==> src/rtl/key_step_gen.sv <==
`default_nettype none
// ============================================================================
// key_step_gen : pushbutton + slide switch conditioner -> one-cycle step pulse
//                and stable direction. Auto-repeat built when AUTO_REPEAT_EN set.
// Revision     : 1.0  initial release
// ============================================================================
module key_step_gen #(
    parameter int DB_CYC  = 1_000_000,
    parameter int RPT_DLY = 25_000_000,
    parameter int RPT_PER = 5_000_000,
    parameter int CW      = 25
) (
    input  logic clk,
    input  logic reset,
    input  logic key_n,
    input  logic dir_sw,
    output logic step,
    output logic dir,
    output logic pressed
);
    localparam logic [CW-1:0] DB_LAST = CW'(DB_CYC - 1);
    localparam logic [1:0]    ST_IDLE = 2'd0;
`ifdef AUTO_REPEAT_EN
    localparam logic [1:0]    ST_HOLD_DLY = 2'd1;
    localparam logic [1:0]    ST_HOLD_RPT = 2'd2;
    localparam logic [CW-1:0] DLY_LAST    = CW'(RPT_DLY - 1);
    localparam logic [CW-1:0] PER_LAST    = CW'(RPT_PER - 1);

    logic [CW-1:0] rpt_cnt_q, rpt_cnt_d;
`else
    localparam logic [1:0]    ST_HOLD = 2'd1;
`endif

    logic          key_s1_q, key_s1_d, key_s2_q, key_s2_d;
    logic          sw_s1_q, sw_s1_d, sw_s2_q, sw_s2_d;
    logic [CW-1:0] key_cnt_q, key_cnt_d, sw_cnt_q, sw_cnt_d;
    logic          key_stb_q, key_stb_d, sw_stb_q, sw_stb_d;
    logic          dir_q, dir_d, step_q, step_d;
    logic [1:0]    state_q, state_d;
    logic          key_acc;

    always_comb begin
        key_s1_d = key_n;
        key_s2_d = key_s1_q;
        sw_s1_d  = dir_sw;
        sw_s2_d  = sw_s1_q;
    end

    // Counter runs only while the synced level disagrees with the stable one
    always_comb begin
        key_cnt_d = '0;
        key_stb_d = key_stb_q;
        key_acc   = 1'b0;
        if (key_s2_q != key_stb_q) begin
            if (key_cnt_q == DB_LAST) begin
                key_stb_d = key_s2_q;
                key_acc   = 1'b1;
            end else begin
                key_cnt_d = key_cnt_q + CW'(1);
            end
        end
    end

    always_comb begin
        sw_cnt_d = '0;
        sw_stb_d = sw_stb_q;
        if (sw_s2_q != sw_stb_q) begin
            if (sw_cnt_q == DB_LAST) begin
                sw_stb_d = sw_s2_q;
            end else begin
                sw_cnt_d = sw_cnt_q + CW'(1);
            end
        end
    end

    // Direction follows the switch only while the key is (next) released
    always_comb begin
        dir_d = key_stb_d ? sw_stb_d : dir_q;
    end

    always_comb begin
        state_d = state_q;
        step_d  = 1'b0;
`ifdef AUTO_REPEAT_EN
        rpt_cnt_d = rpt_cnt_q;
`endif
        case (state_q)
            ST_IDLE: begin
                if (key_acc && !key_s2_q) begin
                    step_d = 1'b1;
`ifdef AUTO_REPEAT_EN
                    state_d   = ST_HOLD_DLY;
                    rpt_cnt_d = '0;
`else
                    state_d   = ST_HOLD;
`endif
                end
            end
`ifdef AUTO_REPEAT_EN
            ST_HOLD_DLY, ST_HOLD_RPT: begin
                // A release beats a coinciding repeat; expiry waits out a pulse in flight
                if (key_acc) begin
                    state_d = ST_IDLE;
                end else if (rpt_cnt_q == ((state_q == ST_HOLD_DLY) ? DLY_LAST : PER_LAST)) begin
                    if (!step_q) begin
                        step_d    = 1'b1;
                        rpt_cnt_d = '0;
                        state_d   = ST_HOLD_RPT;
                    end
                end else begin
                    rpt_cnt_d = rpt_cnt_q + CW'(1);
                end
            end
`else
            ST_HOLD: begin
                if (key_acc) begin
                    state_d = ST_IDLE;
                end
            end
`endif
            default: state_d = ST_IDLE;
        endcase
    end

    always_ff @(posedge clk) begin
        if (!reset) begin
            key_s1_q  <= 1'b1;
            key_s2_q  <= 1'b1;
            sw_s1_q   <= 1'b0;
            sw_s2_q   <= 1'b0;
            key_cnt_q <= '0;
            sw_cnt_q  <= '0;
            key_stb_q <= 1'b1;
            sw_stb_q  <= 1'b0;
            dir_q     <= 1'b0;
            step_q    <= 1'b0;
            state_q   <= ST_IDLE;
        end else begin
            key_s1_q  <= key_s1_d;
            key_s2_q  <= key_s2_d;
            sw_s1_q   <= sw_s1_d;
            sw_s2_q   <= sw_s2_d;
            key_cnt_q <= key_cnt_d;
            sw_cnt_q  <= sw_cnt_d;
            key_stb_q <= key_stb_d;
            sw_stb_q  <= sw_stb_d;
            dir_q     <= dir_d;
            step_q    <= step_d;
            state_q   <= state_d;
        end
    end

`ifdef AUTO_REPEAT_EN
    always_ff @(posedge clk) begin
        if (!reset) begin
            rpt_cnt_q <= '0;
        end else begin
            rpt_cnt_q <= rpt_cnt_d;
        end
    end
`endif

    assign step    = step_q;
    assign dir     = dir_q;
    assign pressed = ~key_stb_q;

endmodule
`default_nettype wire

==> config.mk <==
export PLATFORM = sky130hd
export DESIGN_NAME = key_step_gen
export DESIGN_NICKNAME = d
export VERILOG_FILES = /design/src/rtl/key_step_gen.sv
export SDC_FILE = /design/constraint.sdc
export NUM_CORES = 1
export LEC_CHECK = 0
export ABC_AREA = 1
export BUFFER_PORTS_ARGS = -buffer_cell sky130_fd_sc_hd__buf_2
export CAP_MARGIN = 10
export CORE_MARGIN = 2
export CORE_UTILIZATION = 35
export DETAILED_ROUTE_END_ITERATION = 8
export PLACE_DENSITY_LB_ADDON = 0.05
export REMOVE_ABC_BUFFERS = 1
export SKIP_LAST_GASP = 1
export SLEW_MARGIN = 20
export SYNTH_ARGS = -nofsm -noshare
export SYNTH_HDL_FRONTEND = slang
export SYNTH_SLANG_ARGS = --single-unit
==> constraint.sdc <==
create_clock -name clk -period 2 [get_ports clk]
set_input_delay 0.4 -clock clk [delete_from_list [all_inputs] [get_ports clk]]
set_output_delay 0.4 -clock clk [all_outputs]
set_load 0.01 [all_outputs]
==> reports/qor_table.md <==
| Quantity | Reported |
|:---|:---|
| Share of layout cells above drive strength 1 | 13.4% |
| Average wire per standard cell | 12.2 um |
| Synth top area cells | dfxtp_1, nand2_1, nor2_1 |
| Achievable clock frequency | 586 MHz |
| Leading cell type by number of instances after synthesis | nand2_1 |
| Result of the run | finished clean |
| Main flop type after synthesis | dfxtp_1 |
| Avg Cell Area, Syn | 7.00 um^2 |
| Number of max-cap violations | 0 |
| Largest incremental delay on the critical path | 0.35 ns |
| Placed inst area | 3240 um^2 |
| Gate count of the mapped netlist | 445 |
| Sum Neg Setup Slack | 0 ns |
| Clock edge transition at the registers on the reported setup and hold paths | 0.06 ns |
| Clk_skew | 0.00819 ns |
| Via count of the first global-routing pass | 2611 |
| Maximum count of clock buffers along a single path | 2 |
| Final #Nets | 465 |
| Overall die height | 98.3 um |
| Critical path buffer and inverter count | 0 |
| Share of synthesized flip-flops with an asynchronous set or reset | 0% |
| Endpoint class of the critical path | register |
| Leakage | 1.21 nW |
| Vias | 2659 |
| Detailed Route WL | 6980 um |
| Setup repair after global routing missed its margin | no |
| Hold WS | 0.245 ns |
| Final number of max-transition violations | 0 |
| Peak supply drop | 0.285 mV |
| Area Growth Syn to Fin | 9.32% |
| Total Power Consumption | 2.13 mW |
| H-tree level count | 3 |
| Pin count of the biggest net entering global routing | 25 |
| Starting DRT DRC Count | 119 |
| IO Pins | 7 |
| Number of flops mapped to enable cells by yosys | 0 |
| Router iterations before antenna repair | 4 |
| Antenna violations before repair | 0 |
| Start-to-end type of the worst setup path | register to register |
| Antenna Diode Count | 0 |
| Number of buffers created by CTS | 9 |
| Synthesized cell area | 3110 um^2 |
| Root buffer cell | clkbuf_8 |
| First-pass GRT wire length | 12600 um |
| Post-Layout Inst Area | 3400 um^2 |
| Number of storage elements in the synthesis netlist | 59 |
| Quantity of hold-fixing buffers added after cts | 0 |
| Count of nets left with antenna violations after detail routing | 0 |
| Final worst path period share | 85.4% |
| Remaining global-route overflow | 0 |
| Post-cts sizing count | 0 |
| Clock Latency Late Sink | 0.33 ns |
| Count of input and output buffers | 6 |
| Standard cell with the maximum stage delay on the critical path | dfxtp_1 |
| CTS tree | yes |
| Number of DRC violations after detailed routing | 0 |
| Yosys cell types | 33 |
| Classification of the worst-slack hold path | input port to register |
| Cell mode on critical path | nand2_1 |
| Final setup fails | 0 |
| Required arrival time at the worst endpoint | 2.22 ns |
| Core footprint | 8680 um^2 |
| Total clock sinks | 59 |
| Final weighted congestion in routability-driven placement | 0.810 |
| Relative max-transition margin | 76.3% |
| Cell accounting for the most synthesized area | dfxtp_1 |
| Worst-margin pin slew | 0.353 ns |
| Power Density | 627 nW/um^2 |
| Area of the die | 9670 um^2 |
| Num rows | 34 |
| Crit path arrival time | 1.93 ns |
| Post-CTS setup buffers | 0 |
| Portion of synthesized cell area occupied by the leading cell type | 37.9% |
| Overall fraction of global-route tracks in use | 16.1% |
| Detailed placer's ending HPWL | 5330 um |
| Average vias per placed instance | 4.66 |
| Final critical-path required period | 1.71 ns |
| Effective utilization at floorplan | 35.9% |
| Worst-path fanout max | 24 |
| Sequential element share of the synthesized area | 37.9% |
| List of cells traversed by the critical path | ha_1 -> nand2_1 -> nor2_4 -> nand2_1 -> nor2_2 -> nand2_2 -> nand2_4 -> a21oi_1 -> nor2b_1 |
| Width of the die | 98.3 um |
| Number of hold-slack violations in the final timing report | 0 |
| Most instantiated cells after synthesis | nand2_1, nor2_1, dfxtp_1, inv_1, a21oi_1 |
| Kind of cell adding the most delay to the critical path | simple AND/OR/NAND/NOR gates |
| Number of warnings reported in the yosys synthesis log | 0 |
| Kind of start point of the critical path | register |
-- placed cells by master, fill, tap and decap left out, types with 2 or more instances in the layout --
cell / synthesis / routed
nand2_1: 105 / 105
nor2_1: 67 / 67
inv_1: 59 / 59
dfxtp_1: 59 / 59
a21oi_1: 28 / 28
nand3_1: 24 / 24
nand4_1: 18 / 18
nor3_1: 11 / 11
clkbuf_8: 1 / 10
nand2_2: 8 / 8
xor2_1: 7 / 7
nor2_4: 7 / 7
buf_2: 0 / 6
nor2_2: 5 / 5
xnor2_1: 5 / 5
o21ai_0: 4 / 4
inv_2: 4 / 4
nor3_2: 4 / 4
nand2_4: 3 / 3
nand3_2: 3 / 3
nor3b_1: 3 / 3
clkinv_2: 0 / 3
nor3_4: 2 / 2
nand3b_1: 2 / 2
ha_1: 2 / 2
clkbuf_1: 0 / 2
buf_4: 0 / 2
-- power by group --
| part | leakage (nW) | switching [mW] | internal [mW] |
|---|---|---|---|
| clock network | 0.0860 | 0.455 | 0.471 |
| registers | 0.476 | 0.00263 | 1.18 |
| logic | 0.648 | 0.0169 | 0.00807 |
| total | 1.21 | 0.474 | 1.66 |
-- worst reg2reg max path: cells and delay by family (launching register included) --
family                   cells  cell delay, ns
AND/OR/NAND/NOR              7            1.01
flip-flops                   1            0.35
adder cells (fa/ha/maj)      1            0.17
AO/OA/AOI/OAI                1            0.07
-- sequential cells by signal, indices dropped and copies added, names as in the netlist --
register / flops
dir: 1
key_cnt_q: 25
key_s1_q: 1
key_s2_q: 1
key_stb_q: 1
state_q: 1
step: 1
sw_cnt_q: 25
sw_s1_q: 1
sw_s2_q: 1
sw_stb_q: 1
-- per-layer routing --
metal,global-route usage [%],share of wire (%),vias up
li1,-,-,1434
met1,23.6,56,1189
met2,23.2,41,32
met3,3.65,2.7,4
met4,5.37,0.85,0
met5,0,0,-
-- through the flow --
step                setup slack [ns]  util [%]  std cells
detailed placement             0.285      37.4        556
floorplan                      0.470         -        439
CTS                            0.276      39.2        571
global placement               0.305      37.4        556
global route                   0.110      39.2        571
finish                         0.292      39.2        571
-- path summary, 6_finish.rpt --
| kind | cells past startpoint | slack [ns] | to | start |
|---|---|---|---|---|
| worst max-delay path | 9 | 0.29 | key_cnt_q[19] | key_cnt_q[0] |
| worst min-delay path | 3 | 0.24 | key_s1_q | key_n |
| worst max register to register | 9 | 0.29 | key_cnt_q[19] | key_cnt_q[0] |
| worst min register to register | 2 | 0.41 | key_s2_q | key_s1_q |
-- cells by family (layout without fill, tap and decap cells) --
logic type / after synthesis / after routing / synth area share [%]
flip-flops: 59 / 59 / 37.9
XOR/XNOR: 12 / 12 / 3.37
AND/OR/NAND/NOR: 267 / 267 / 41.9
buffers and inverters: 70 / 88 / 9.96
AO/OA/AOI/OAI: 35 / 35 / 6.03
adder cells (fa/ha/maj): 2 / 2 / 0.803
-- final cells by class --
| cell class | count | area [um^2] |
|---|---|---|
| fill | 968 | 5270 |
| clock inverter | 3 | 15.0 |
| tap | 108 | 135 |
| clock buffer | 12 | 145 |
| multi-input combinational | 316 | 1620 |
| sequential | 59 | 1180 |
| inverter | 64 | 240 |
| timing repair buffer | 9 | 65.1 |
Note: power is estimated with default switching activity, not from simulation.
